<file path="config.mk">
export PLATFORM = sky130hd
export DESIGN_NAME = lnrv_exu_excp_arb
export DESIGN_NICKNAME = d
export VERILOG_FILES = /design/src/rtl/lnrv_exu_excp_arb.sv
export SDC_FILE = /design/constraint.sdc
export NUM_CORES = 1
export LEC_CHECK = 0
export CAP_MARGIN = 20
export CORE_AREA = 3 3 152 154
export DETAILED_ROUTE_END_ITERATION = 12
export DIE_AREA = 0 0 155 157
export DONT_BUFFER_PORTS = 1
export PLACE_DENSITY_LB_ADDON = 0.3
export SKIP_LAST_GASP = 1
export SLEW_MARGIN = 20
export SYNTH_ARGS = -nofsm -noshare
export SYNTH_HDL_FRONTEND = slang
export SYNTH_SLANG_ARGS = --single-unit
</file>
<file path="constraint.sdc">
create_clock -name clk -period 1.95 [get_ports clk]
set_input_delay 0.195 -clock clk [delete_from_list [all_inputs] [get_ports clk]]
set_output_delay 0.195 -clock clk [all_outputs]
set_load 0.05 [all_outputs]
</file>
<file path="src/rtl/lnrv_exu_excp_arb.sv">
// lnrv_exu_excp_arb
//   Registered exception/interrupt arbiter for the lnrv EXU.
//   In IDLE it picks one winner: the lowest-index valid exception source,
//   or the interrupt when no exception is valid. It accepts the winner with
//   a one-cycle rdy and captures the trap context into holding registers.
//   In FLUSH it holds a pipeline flush request until it is acknowledged.
//   On the handshake it pulses either the M-mode CSR commit or, for an
//   ebreak that enters debug mode, the dcsr/dpc commit.
//
// Ports
//   clk, reset_n                       clock, async active-low reset
//   src_excp_{vld,rdy,cause,tval,ebreak} per-source exception request
//   irq_{vld,rdy,cause}                interrupt request
//   pc, d_mode, dcsr_ebreakm, mtvec    core context sampled at capture
//   cmt_csr/mepc/mcause/mtval          M-mode trap CSR update (pulse + data)
//   cmt_dcsr/dpc/dcause                debug-entry CSR update (pulse + data)
//   pipe_flush_{req,ack,pc_op1,pc_op2} flush handshake and target
//   busy                               arbiter is not IDLE
module lnrv_exu_excp_arb #(
  parameter int               NUM_SRC   = 3,
  parameter int               XLEN      = 32,
  parameter logic [XLEN-1:0]  DBG_ENTRY = 32'h800,
  parameter logic [XLEN-1:0]  DBG_EXCP  = 32'h808
) (
  input  logic                    clk,
  input  logic                    reset_n,
  input  logic [NUM_SRC-1:0]      src_excp_vld,
  output logic [NUM_SRC-1:0]      src_excp_rdy,
  input  logic [4*NUM_SRC-1:0]    src_excp_cause,
  input  logic [XLEN*NUM_SRC-1:0] src_excp_tval,
  input  logic [NUM_SRC-1:0]      src_excp_ebreak,
  input  logic                    irq_vld,
  output logic                    irq_rdy,
  input  logic [3:0]              irq_cause,
  input  logic [XLEN-1:0]         pc,
  input  logic                    d_mode,
  input  logic                    dcsr_ebreakm,
  input  logic [XLEN-1:0]         mtvec,
  output logic                    cmt_csr,
  output logic [XLEN-1:0]         cmt_mepc,
  output logic [XLEN-1:0]         cmt_mcause,
  output logic [XLEN-1:0]         cmt_mtval,
  output logic                    cmt_dcsr,
  output logic [XLEN-1:0]         cmt_dpc,
  output logic [2:0]              cmt_dcause,
  output logic                    pipe_flush_req,
  input  logic                    pipe_flush_ack,
  output logic [XLEN-1:0]         pipe_flush_pc_op1,
  output logic [XLEN-1:0]         pipe_flush_pc_op2,
  output logic                    busy
);

  typedef enum logic {IDLE, FLUSH} state_t;

  state_t state_q, state_d;

  logic [NUM_SRC-1:0] grant;
  logic               win_vld, win_intr, win_ebrk, win_dbg;
  logic [3:0]         win_code;
  logic [XLEN-1:0]    win_tval, win_tgt, vec_base;

  // holding registers
  logic [XLEN-1:0]    pc_q, tval_q, tgt_q;
  logic [3:0]         code_q;
  logic               intr_q, dbg_q;

  logic idle, cap, hs;

  // Priority pick: first valid source from index 0 up. The interrupt only
  // wins when no exception is pending, and it never sets a source grant bit.
  always_comb begin
    grant    = '0;
    win_vld  = 1'b0;
    win_intr = 1'b0;
    win_ebrk = 1'b0;
    win_code = 4'd0;
    win_tval = '0;
    for (int i = 0; i < NUM_SRC; i++) begin
      if (!win_vld && src_excp_vld[i]) begin
        grant[i] = 1'b1;
        win_vld  = 1'b1;
        win_code = src_excp_cause[4*i +: 4];
        win_tval = src_excp_tval[XLEN*i +: XLEN];
        win_ebrk = src_excp_ebreak[i];
      end
    end
    if (!win_vld && irq_vld) begin
      win_vld  = 1'b1;
      win_intr = 1'b1;
      win_code = irq_cause;
    end
  end

  assign win_dbg  = win_ebrk & ~d_mode & dcsr_ebreakm;
  assign vec_base = {mtvec[XLEN-1:2], 2'b00};

  // Vectored mode only redirects interrupts; exceptions use the base.
  always_comb begin
    win_tgt = vec_base;
    if (win_dbg)
      win_tgt = DBG_ENTRY;
    else if (d_mode)
      win_tgt = DBG_EXCP;
    else if (win_intr && mtvec[1:0] == 2'b01)
      win_tgt = vec_base + (XLEN'(win_code) << 2);
  end

  assign idle = (state_q == IDLE);
  assign cap  = idle & win_vld;
  assign hs   = (state_q == FLUSH) & pipe_flush_ack;

  always_comb begin
    state_d = state_q;
    case (state_q)
      IDLE:    if (win_vld)        state_d = FLUSH;
      FLUSH:   if (pipe_flush_ack) state_d = IDLE;
      default:                     state_d = IDLE;
    endcase
  end

  always_ff @(posedge clk or negedge reset_n) begin
    if (!reset_n) begin
      state_q <= IDLE;
      pc_q    <= '0;
      tval_q  <= '0;
      tgt_q   <= '0;
      code_q  <= 4'd0;
      intr_q  <= 1'b0;
      dbg_q   <= 1'b0;
    end else begin
      state_q <= state_d;
      if (cap) begin
        pc_q   <= pc;
        tval_q <= win_intr ? '0 : win_tval;
        tgt_q  <= win_tgt;
        code_q <= win_code;
        intr_q <= win_intr;
        dbg_q  <= win_dbg;
      end
    end
  end

  assign src_excp_rdy      = idle ? grant : '0;
  assign irq_rdy           = idle & win_intr;

  assign busy              = ~idle;
  assign pipe_flush_req    = ~idle;
  assign pipe_flush_pc_op1 = tgt_q;
  assign pipe_flush_pc_op2 = '0;

  assign cmt_csr    = hs & ~dbg_q;
  assign cmt_dcsr   = hs &  dbg_q;
  assign cmt_mepc   = pc_q;
  assign cmt_mcause = {intr_q, {(XLEN-5){1'b0}}, code_q};
  assign cmt_mtval  = tval_q;
  assign cmt_dpc    = pc_q;
  assign cmt_dcause = 3'd2;

endmodule

</file>
==> results.sh, run 1 <==
export IMPL_status="finished, violations left"
export IMPL_violations="hold timing"
export IMPL_yosysUniqueCellTypes=47
export IMPL_cts_buffers=9
export IMPL_wl_mm=19.7
export IMPL_fin_crit_sh_pct=97.8
export IMPL_final_setup_tns_ps=0
export IMPL_final_cell_mix="nand2_1 (168), dfrtp_1 (100), conb_1 (64)"
export IMPL_h_tree_depth=3
export IMPL_cts_clk_slew_worst_paths_ps=80
export IMPL_ys_warn_count=0
export IMPL_reg2reg_depth=5
export IMPL_path_class="input pin to flip-flop"
export IMPL_hold_viol_final=101
export IMPL_ys_seq_elements=101
export IMPL_fp_dieH_um=157
export IMPL_numClockSinks=101
export IMPL_worstMarginPinSlew_ps=567
export IMPL_cts_max_path_buffers=2
export IMPL_antenna_found_initial=2
export IMPL_slew_headroom_pct=62.2
export IMPL_finalMaxSlewViolations=0
export IMPL_die_area_um2=24300
export IMPL_io_pin_count=391
export IMPL_synth_edf_count=0
export IMPL_leakagePower_nw=3.21
export IMPL_holdBufCountCts=40
export IMPL_drtAntennaViolNets=0
export IMPL_vias_per_cell=4.65
export IMPL_routabilityCongestion=0.826
export IMPL_grt_start_max_net_pins=102
export IMPL_endpoint="pipe_flush_pc_op1[17]"
export IMPL_via_count=4672
export IMPL_fill_cells=2237
export IMPL_start_util_pct=27.4
export IMPL_cts_tree="built"
export IMPL_critical_path_required_ps=2180
export IMPL_drtIter0Drc=281
export IMPL_fin_nets=911
export IMPL_die_w_um=155
export IMPL_arrival_ps=2140
export IMPL_core_area_um2=21800
export IMPL_hp_class="input pin to async pin"
export IMPL_ys_async_sr_fraction_pct=100
export IMPL_fmax_mhz=525
export IMPL_path_max_fanout=8
export IMPL_routedWlPerCell_um=19.7
export IMPL_whs_ps=-465
export IMPL_dpl_cell_area_um2=6330
export IMPL_drive_above_1_share_pct=17.6
export IMPL_multi_input_area_um2=2980
export IMPL_route_detailed_drc=0
export IMPL_drtPass1Iterations=4
export IMPL_fin_util_pct=32.5
export IMPL_grt_pass1_wl_mm=28.0
export IMPL_synth_top_area_cell="dfrtp_1"
export IMPL_synthesis_area_um2=5970
export IMPL_syn_avg_cell_area_um2=8.78
export IMPL_synth_area_top_cells="dfrtp_1 (42%), buf_4 (12%), nand2_1 (11%)"
export IMPL_synth_flop_cell="dfrtp_1"
export IMPL_endpoint_kind="flip-flop"
export IMPL_port_buffers=0
export IMPL_cts_root_buf="clkbuf_16"
export IMPL_rr_startpoint="busy"
export IMPL_cp_startpoint="src_excp_vld[2]"
export IMPL_yosysSeqAreaShare_pct=42.3
export IMPL_p_total_w=0.0136
export IMPL_synth_top_area_share_pct=42.3
export IMPL_ir_drop_uv=660
export IMPL_r2r_setup_slack_ps=410
export IMPL_grt_usage_pct=15.2
export IMPL_clock_skew_ps=9.33
export IMPL_insertion_delay_ps=360
export IMPL_row_count=54
export IMPL_grt_pass1_vias=4520
export IMPL_power_density_nw_per_um2=1920
export IMPL_seqCellArea_um2=2530
export IMPL_max_cap_viol_count=0
export IMPL_min_period_ps=1910
export IMPL_r2r_end="pipe_flush_pc_op1[11]"
export IMPL_detailed_place_hpwl_mm=15.1
export IMPL_layout_commonest_cell="nand2_1"
export IMPL_setup_viol=0
export IMPL_fin_area_um2=7100
export IMPL_area_growth_pct=18.9
export IMPL_grt_overflow=0
export IMPL_syn_inst=680
export IMPL_critPathLaunchType="input pin"
export IMPL_rsz0062_at_grt="true"
-- power breakdown --
part | switching (W) | internal, W
combinational | 0.00436 | 0.00143
sequential | 0.00301 | 0.00302
clock | 0.000896 | 0.000926
-- synth_stat cells, drive strengths merged, types with 4 or more instances --
cell type and count:
nand2 168, buf 109, dfrtp 101, o21ai 66, a22oi 36, a22o 33
clkbuf 30, xnor2 20, nor2 16, nand4 10, nor3 9, a21oi 8
inv 8, nor4 8, xor2 8, and3 5, ha 5, and4 4
mux2 4
-- per-layer routing --
metal | up-vias | track usage [%] | share of wire (%) | routed length, um
li1 | 2244 | - | - | -
met1 | 2119 | 17.2 | 37 | 7290
met2 | 283 | 26.0 | 49 | 9750
met3 | 26 | 6.43 | 11 | 2260
met4 | 0 | 4.96 | 2.2 | 437
met5 | - | 0 | 0 | 0
-- cell families after synthesis --
kind of cell / share of synthesized area (%)
AOI/OAI and AO/OA: 17.2
xor gates and xnor gates: 4.11
adders and majority gates: 1.38
buffers and inverters: 15.6
DFF: 42.3
muxes: 1.09
other: 0.126
and+or+nand+nor: 18.2
-- what timing repair did --
item                       4_1_cts  5_1_grt
setup buffers                    0        2
gates resized for setup          0       10
setup endpoints to repair        0       24
hold endpoints to repair       141      101
-- worst max-delay path: stages --
cell and delay (ps):
nor2b_4 130, buf_4 140, a22oi_2 120, nor2_1 60, a221o_1 320, ha_4 270
and3_4 150, a2bb2oi_4 320, buf_6 180, nor2_1 50, xnor2_1 120, o21ai_0 80
-- layout make-up --
cell class / count / share of cell area (%)
Clock inverter: 6 / 0.758
Clock buffer: 10 / 3.37
Timing Repair Buffer: 103 / 12.8
Tap cell: 280 / 4.93
Inverter: 8 / 0.423
Antenna cell: 2 / 0.0705
Multi-Input combinational cell: 494 / 42.0
Sequential cell: 101 / 35.6
-- metrics by stage --
stage                     hold WS (ps)  cells  setup WS, ps
after floorplan                   -101    742          -313
after global placement           -96.4    944          -304
after detailed placement         -94.9    944          -381
after CTS                         -492   1000          17.9
after global routing              -491   1004         -57.6
final                             -465   1004          43.4
-- flip-flops by register name, summed over array words and instances, names as in the netlist --
name / flops
code_q: 4
intr_q: 1
pipe_flush_pc_op1: 30
cmt_mtval: 32
dbg_q: 1
cmt_dpc: 32
busy: 1
-- how the worst min path moves through the flow --
stage,cells after the start,startpoint,slack (ps),end
final,0,reset_n,-470,pipe_flush_pc_op1[31]
after global routing,0,reset_n,-490,pipe_flush_pc_op1[31]
after CTS,0,reset_n,-490,pipe_flush_pc_op1[18]
after detailed placement,0,reset_n,-90,cmt_mtval[13]
after global placement,0,reset_n,-100,cmt_mtval[10]
after floorplan,0,reset_n,-100,busy
No activity file was read; power rests on OpenSTA's default activity.
==> run 2, diff against run 1 <==
- ABC_AREA: unset -> 1
- CORE_AREA: 3 3 152 154 -> unset
- CORE_MARGIN: unset -> 3
- CORE_UTILIZATION: unset -> 29
- DIE_AREA: 0 0 155 157 -> unset
==> run 2 against run 1 <==
  * Largest cell class unchanged
  * Final area increased by 5.9%
  * Clock skew decreased by 4.9 ps
  * Synthesized cell count increased by 25%
  * The run ends with hold timing, setup timing left
  * Critical path type unchanged
  * Worst setup slack got worse by 70 ps
  * Via count increased by 20%
==> results.sh, run 2 <==
export IMPL_status="finished, violations left"
export IMPL_violations="hold timing, setup timing"
export IMPL_critPathBufInv=3
export IMPL_cts_tree="built"
export IMPL_ys_seq_elements=101
export IMPL_yosysSeqAreaShare_pct=40.2
export IMPL_placed_cells=1132
export IMPL_critPathLaunchType="input pin"
export IMPL_worstMarginPinSlew_ps=680
export IMPL_holdBufCountCts=34
export IMPL_max_cap_viol_count=0
export IMPL_critical_path_required_ps=2190
export IMPL_start_util_pct=29.7
export IMPL_routedWlPerCell_um=17.4
export IMPL_path_class="input pin to flip-flop"
export IMPL_numClockSinks=101
export IMPL_drive_above_1_share_pct=17.0
export IMPL_critPathTopFamily="simple AND/OR/NAND/NOR gates"
export IMPL_core_area_um2=21200
export IMPL_fin_cells=1189
export IMPL_insertion_delay_ps=340
export IMPL_cts_root_buf="clkbuf_16"
export IMPL_yosysUniqueCellTypes=36
export IMPL_io_pin_count=391
export IMPL_synth_edf_count=0
export IMPL_die_area_um2=23500
export IMPL_grt_usage_pct=16.8
export IMPL_cts_clk_slew_worst_paths_ps=70
export IMPL_path_max_fanout=5
export IMPL_cp_slowest_cell="fa_2"
export IMPL_fin_util_pct=35.6
export IMPL_via_count=5588
export IMPL_synth_most_common_cell="nand2_1"
export IMPL_finalMaxSlewViolations=0
export IMPL_detailed_place_hpwl_mm=15.8
export IMPL_fp_dieH_um=153
export IMPL_grt_pass1_wl_mm=31.3
export IMPL_grt_overflow=0
export IMPL_setup_ws_ps=-27.0
export IMPL_hold_viol_final=101
export IMPL_final_cell_mix="nand2_1 (318), dfrtp_1 (101), buf_4 (72)"
export IMPL_endpoint_kind="flip-flop"
export IMPL_area_growth_pct=19.6
export IMPL_synth_area_top_cells="dfrtp_1 (40%), nand2_1 (20%), buf_4 (13%)"
export IMPL_arrival_ps=2220
export IMPL_slowest_delay_ps=370
export IMPL_syn_avg_cell_area_um2=7.37
export IMPL_fmax_mhz=506
export IMPL_setup_viol=4
export IMPL_clock_skew_ps=4.45
export IMPL_vias_per_cell=4.70
export IMPL_hp_class="input pin to async pin"
export IMPL_antenna_found_initial=0
export IMPL_ys_async_sr_fraction_pct=100
export IMPL_drtPass1Iterations=4
export IMPL_fin_nets=1103
export IMPL_routabilityCongestion=0.888
export IMPL_whs_ps=-460
export IMPL_leakagePower_nw=3.86
export IMPL_synth_top_area_share_pct=40.2
export IMPL_route_detailed_drc=0
export IMPL_cts_buffers=9
export IMPL_synthesis_area_um2=6290
export IMPL_final_setup_tns_ps=-47.9
export IMPL_port_buffers=0
export IMPL_fin_crit_sh_pct=101
export IMPL_synth_top_area_cell="dfrtp_1"
export IMPL_drtAntennaViolNets=0
export IMPL_ir_drop_uv=637
export IMPL_wl_mm=20.7
export IMPL_dpl_worst_slack_ps=-531
export IMPL_syn_inst=853
export IMPL_power_density_nw_per_um2=1860
export IMPL_crit_chain="nor2_4 -> nand3_4 -> a31oi_4 -> ha_4 -> inv_2 -> fa_2 -> inv_2 -> nand3_2 -> nand2_2 -> nand2_2 -> nor2_4 -> buf_6 -> nand4_1 -> nand3_2 -> nand2_1"
export IMPL_grt_pass1_vias=5434
export IMPL_drtIter0Drc=302
export IMPL_synth_top_cells_by_count="nand2_1 (329), buf_4 (105), dfrtp_1 (101)"
export IMPL_rsz0062_at_grt="true"
export IMPL_synth_flop_cell="dfrtp_1"
export IMPL_ys_warn_count=0
export IMPL_layout_commonest_cell="nand2_1"
export IMPL_cts_max_path_buffers=2
export IMPL_h_tree_depth=3
export IMPL_grt_start_max_net_pins=102
export IMPL_slew_headroom_pct=54.3
export IMPL_die_w_um=153
export IMPL_row_count=53
export IMPL_num_antenna_cells=0
export IMPL_min_period_ps=1980
-- run 2: logic make-up (layout without fill, tap and decap cells) --
family	after synthesis	count (layout)	synth area share, %
mux	1	1	0.159
xor+xnor	1	1	0.139
other cells	2	64	0.119
simple gates	446	446	29.0
flops	101	101	40.2
buf+inv	188	187	18.1
fa+ha+maj	6	6	1.31
compound gates	108	108	10.9
-- run 2: per-stage QoR --
stage | cell area (um^2) | power (W)
finish | 7520 | 0.0140
detailed placement | 6590 | 0.0120
global route | 7520 | 0.0147
floorplan | 6570 | 0.0111
global placement | 6590 | 0.0119
CTS | 7330 | 0.0141
-- run 2: final cells by class --
| type | instances | area [um^2] |
|---|---|---|
| Clock inverter | 6 | 87.6 |
| Sequential cell | 101 | 2530 |
| Inverter | 59 | 231 |
| Tap cell | 275 | 344 |
| Timing Repair Buffer | 112 | 983 |
| Fill cell | 2259 | 13600 |
| Multi-Input combinational cell | 626 | 3120 |
| Clock buffer | 10 | 229 |
-- run 2: final timing paths --
kind,from,endpoint,slack [ps],cells after the start
min in group clk,mtvec[10],pipe_flush_pc_op1[10],20,2
worst min-delay path,reset_n,cmt_mtval[23],-460,0
max in group asynchronous,reset_n,pipe_flush_pc_op1[18],2250,0
worst min register to register,cmt_dpc[23],cmt_dpc[23],470,2
worst max register to register,busy,pipe_flush_pc_op1[11],390,9
worst max-delay path,src_excp_vld[1],pipe_flush_pc_op1[30],-30,15
-- run 2: repair_timing --
action | CTS | global route
setup buffers | 4 | 3
gates resized for setup | 12 | 37
endpoints found under the setup margin | 15 | 26
endpoints found under the hold margin | 135 | 101
pin swaps | 9 | 26
-- run 2: report_power, final --
part / total (W) / internal, W / switching, W
Clock: 0.00196 / 0.00112 / 0.000833
Combinational: 0.00603 / 0.00148 / 0.00456
Sequential: 0.00598 / 0.00302 / 0.00296
-- run 2: routing by layer --
metal	track usage [%]	wire length (um)	up-vias
met1	20.7	8290	2608
met4	5.56	497	0
met5	0	0	-
li1	-	-	2666
met2	28.2	9960	285
met3	5.10	1990	29
==> run 3, diff against run 2 <==
- clock period: 1.95 -> 1.98 ns (I/O delays scaled with it)
==> run 3 against run 2 <==
  * The flow still finishes with violations (hold timing, setup timing)
  * Final cell count increased by 0.59%
  * Clock skew is 3.0 ps higher
  * Sequential power is 1% lower
  * Worst setup slack worse by 7.2 ps
  * Final area grew 0.72%
  * Sequential cell count stayed put
  * Global-route usage increased by 0.45 points
  * Combinational power decreased by 0.8%
  * First-iteration DRC count grew 36%
  * Critical path depth up 3
  * Clock power is 9.7% lower
  * Sequential share of layout area fell by 0.24 points
==> results.sh, run 3 (synthesis gave the netlist of run 2 again) <==
export IMPL_status="finished, violations left"
export IMPL_violations="hold timing, setup timing"
export IMPL_row_count=53
export IMPL_critPathLaunchType="input pin"
export IMPL_insertion_delay_ps=350
export IMPL_global_route_peak_usage_layer="met2"
export IMPL_cp_slowest_cell="fa_2"
export IMPL_critPathBufInv=3
export IMPL_reg2reg_depth=7
export IMPL_io_pin_count=391
export IMPL_area_growth_pct=20.5
export IMPL_route_detailed_drc=0
export IMPL_start_util_pct=29.7
export IMPL_cts_buffers=9
export IMPL_via_count=5639
export IMPL_layout_commonest_cell="nand2_1"
export IMPL_clock_skew_ps=7.45
export IMPL_core_area_um2=21200
export IMPL_setup_viol=4
export IMPL_path_class="input pin to flip-flop"
export IMPL_whs_ps=-465
export IMPL_antenna_found_initial=0
export IMPL_fin_nets=1110
export IMPL_final_cell_mix="nand2_1 (320), dfrtp_1 (101), buf_4 (76)"
export IMPL_slew_headroom_pct=61.1
export IMPL_drive_above_1_share_pct=18.0
export IMPL_min_period_ps=2010
export IMPL_holdBufCountCts=35
export IMPL_grt_pass1_vias=5430
export IMPL_fp_dieH_um=153
export IMPL_fin_crit_sh_pct=102
export IMPL_rr_startpoint="busy"
export IMPL_drtIter0Drc=412
export IMPL_h_tree_depth=3
export IMPL_cp_common_cell="nand2_4"
export IMPL_arrival_ps=2250
export IMPL_max_cap_viol_count=0
export IMPL_leakagePower_nw=3.89
export IMPL_crit_chain="nor2_4 -> nand2_4 -> clkinv_4 -> nand2_4 -> a31oi_4 -> ha_4 -> inv_2 -> fa_2 -> inv_2 -> nand3_4 -> nand2_4 -> nand2_4 -> nor2_4 -> nand2_2 -> nor2_1 -> nand3_1 -> nand3_2 -> nand2_1"
export IMPL_routedWlPerCell_um=17.8
export IMPL_rsz0062_at_grt="true"
export IMPL_cts_clk_slew_worst_paths_ps=80
export IMPL_num_antenna_cells=0
export IMPL_grt_usage_pct=17.3
export IMPL_cts_max_path_buffers=2
export IMPL_use_met1_pct=20.9
export IMPL_ir_drop_uv=588
export IMPL_critPathTopFamily="simple AND/OR/NAND/NOR gates"
export IMPL_path_max_fanout=5
export IMPL_die_area_um2=23500
export IMPL_endpoint_kind="flip-flop"
export IMPL_die_w_um=153
export IMPL_use_met2_pct=28.5
export IMPL_numClockSinks=101
export IMPL_grt_pass1_wl_mm=31.9
export IMPL_grt_start_max_net_pins=102
export IMPL_wl_mm=21.3
export IMPL_setup_ws_ps=-34.2
export IMPL_port_buffers=0
export IMPL_hp_class="input pin to async pin"
export IMPL_worstMarginPinSlew_ps=579
export IMPL_finalMaxSlewViolations=0
export IMPL_drtPass1Iterations=5
export IMPL_critical_path_required_ps=2220
export IMPL_fill_cells=2257
export IMPL_hold_viol_final=101
export IMPL_detailed_place_hpwl_mm=16.5
export IMPL_cts_root_buf="clkbuf_16"
export IMPL_slowest_delay_ps=340
export IMPL_routabilityCongestion=0.933
export IMPL_r2r_end="cmt_mtval[19]"
export IMPL_power_density_nw_per_um2=1800
export IMPL_r2r_setup_slack_ps=320
export IMPL_fmax_mhz=496
export IMPL_drtAntennaViolNets=0
export IMPL_vias_per_cell=4.71
export IMPL_met3_usage_pct=5.97
export IMPL_final_setup_tns_ps=-72.5
export IMPL_cts_tree="built"
export IMPL_grt_overflow=0
[run 3: cell count changes in the layout (fill, tap and decap cells not counted), sizes merged]
cell         previous run  this run
clkinvlp                3         1
buf                    78        84
inv                    58        61
bufinv                  2         0
clkinv                  2         3
dlygate4sd3            34        35
[run 3: what timing repair did]
| action | in CTS | in global routing |
|---|---|---|
| setup endpoints to repair | 20 | 26 |
| setup buffers | 4 | 7 |
| resized for setup | 13 | 42 |
| pin swaps | 12 | 32 |
| endpoints found under the hold margin | 136 | 101 |
[run 3: routing by layer]
layer	wire length, um	up-vias
met5	0	-
met2	10200	297
met1	8200	2622
met4	661	0
met3	2170	38
li1	-	2682
[run 3: layout make-up]
cell class                 count  area, um^2  area share [%]
multi-input combinational    626        3130            41.4
clock buffer                  10         239            3.15
timing repair buffer         119        1050            13.9
tap                          275         344            4.54
sequential                   101        2530            33.4
inverter                      59         229            3.02
clock inverter                 6        53.8           0.710
[run 3: stage by stage]
step                      instances  util (%)  setup WS (ps)  power, W  area [um^2]
after global placement         1134      31.2           -458    0.0118         6600
after global routing           1196      35.8           -180    0.0144         7580
after floorplan                 915         -           -256    0.0109         6570
after CTS                      1189      34.6          -18.9    0.0138         7330
final                          1196      35.8          -34.2    0.0137         7580
after detailed placement       1134      31.2           -492    0.0119         6600
[run 3: worst max path at each step]
stage               startpoint  slack [ps]                     to  depth (start not counted)
4_1_cts        src_excp_vld[0]         -20  pipe_flush_pc_op1[24]                         18
3_5_place_dp   src_excp_vld[1]        -490  pipe_flush_pc_op1[24]                         18
6_report       src_excp_vld[1]         -30  pipe_flush_pc_op1[24]                         18
3_3_place_gp   src_excp_vld[1]        -460  pipe_flush_pc_op1[24]                         18
2_1_floorplan  src_excp_vld[1]        -260  pipe_flush_pc_op1[24]                         18
5_1_grt        src_excp_vld[1]        -180  pipe_flush_pc_op1[24]                         18
[run 3: worst register-to-register path: cells and delay by family (launching register included)]
kind                   cells  cell delay, ps
DFF                        1             480
AOI/OAI and AO/OA          3             330
and+or+nand+nor            1             110
buffers and inverters      3             630
[run 3: report_power, final]
group	internal [W]	total, W	switching, W
Combinational	0.00148	0.00598	0.00449
Clock	0.000912	0.00177	0.000862
Sequential	0.00297	0.00591	0.00294
Total	0.00537	0.0137	0.00829
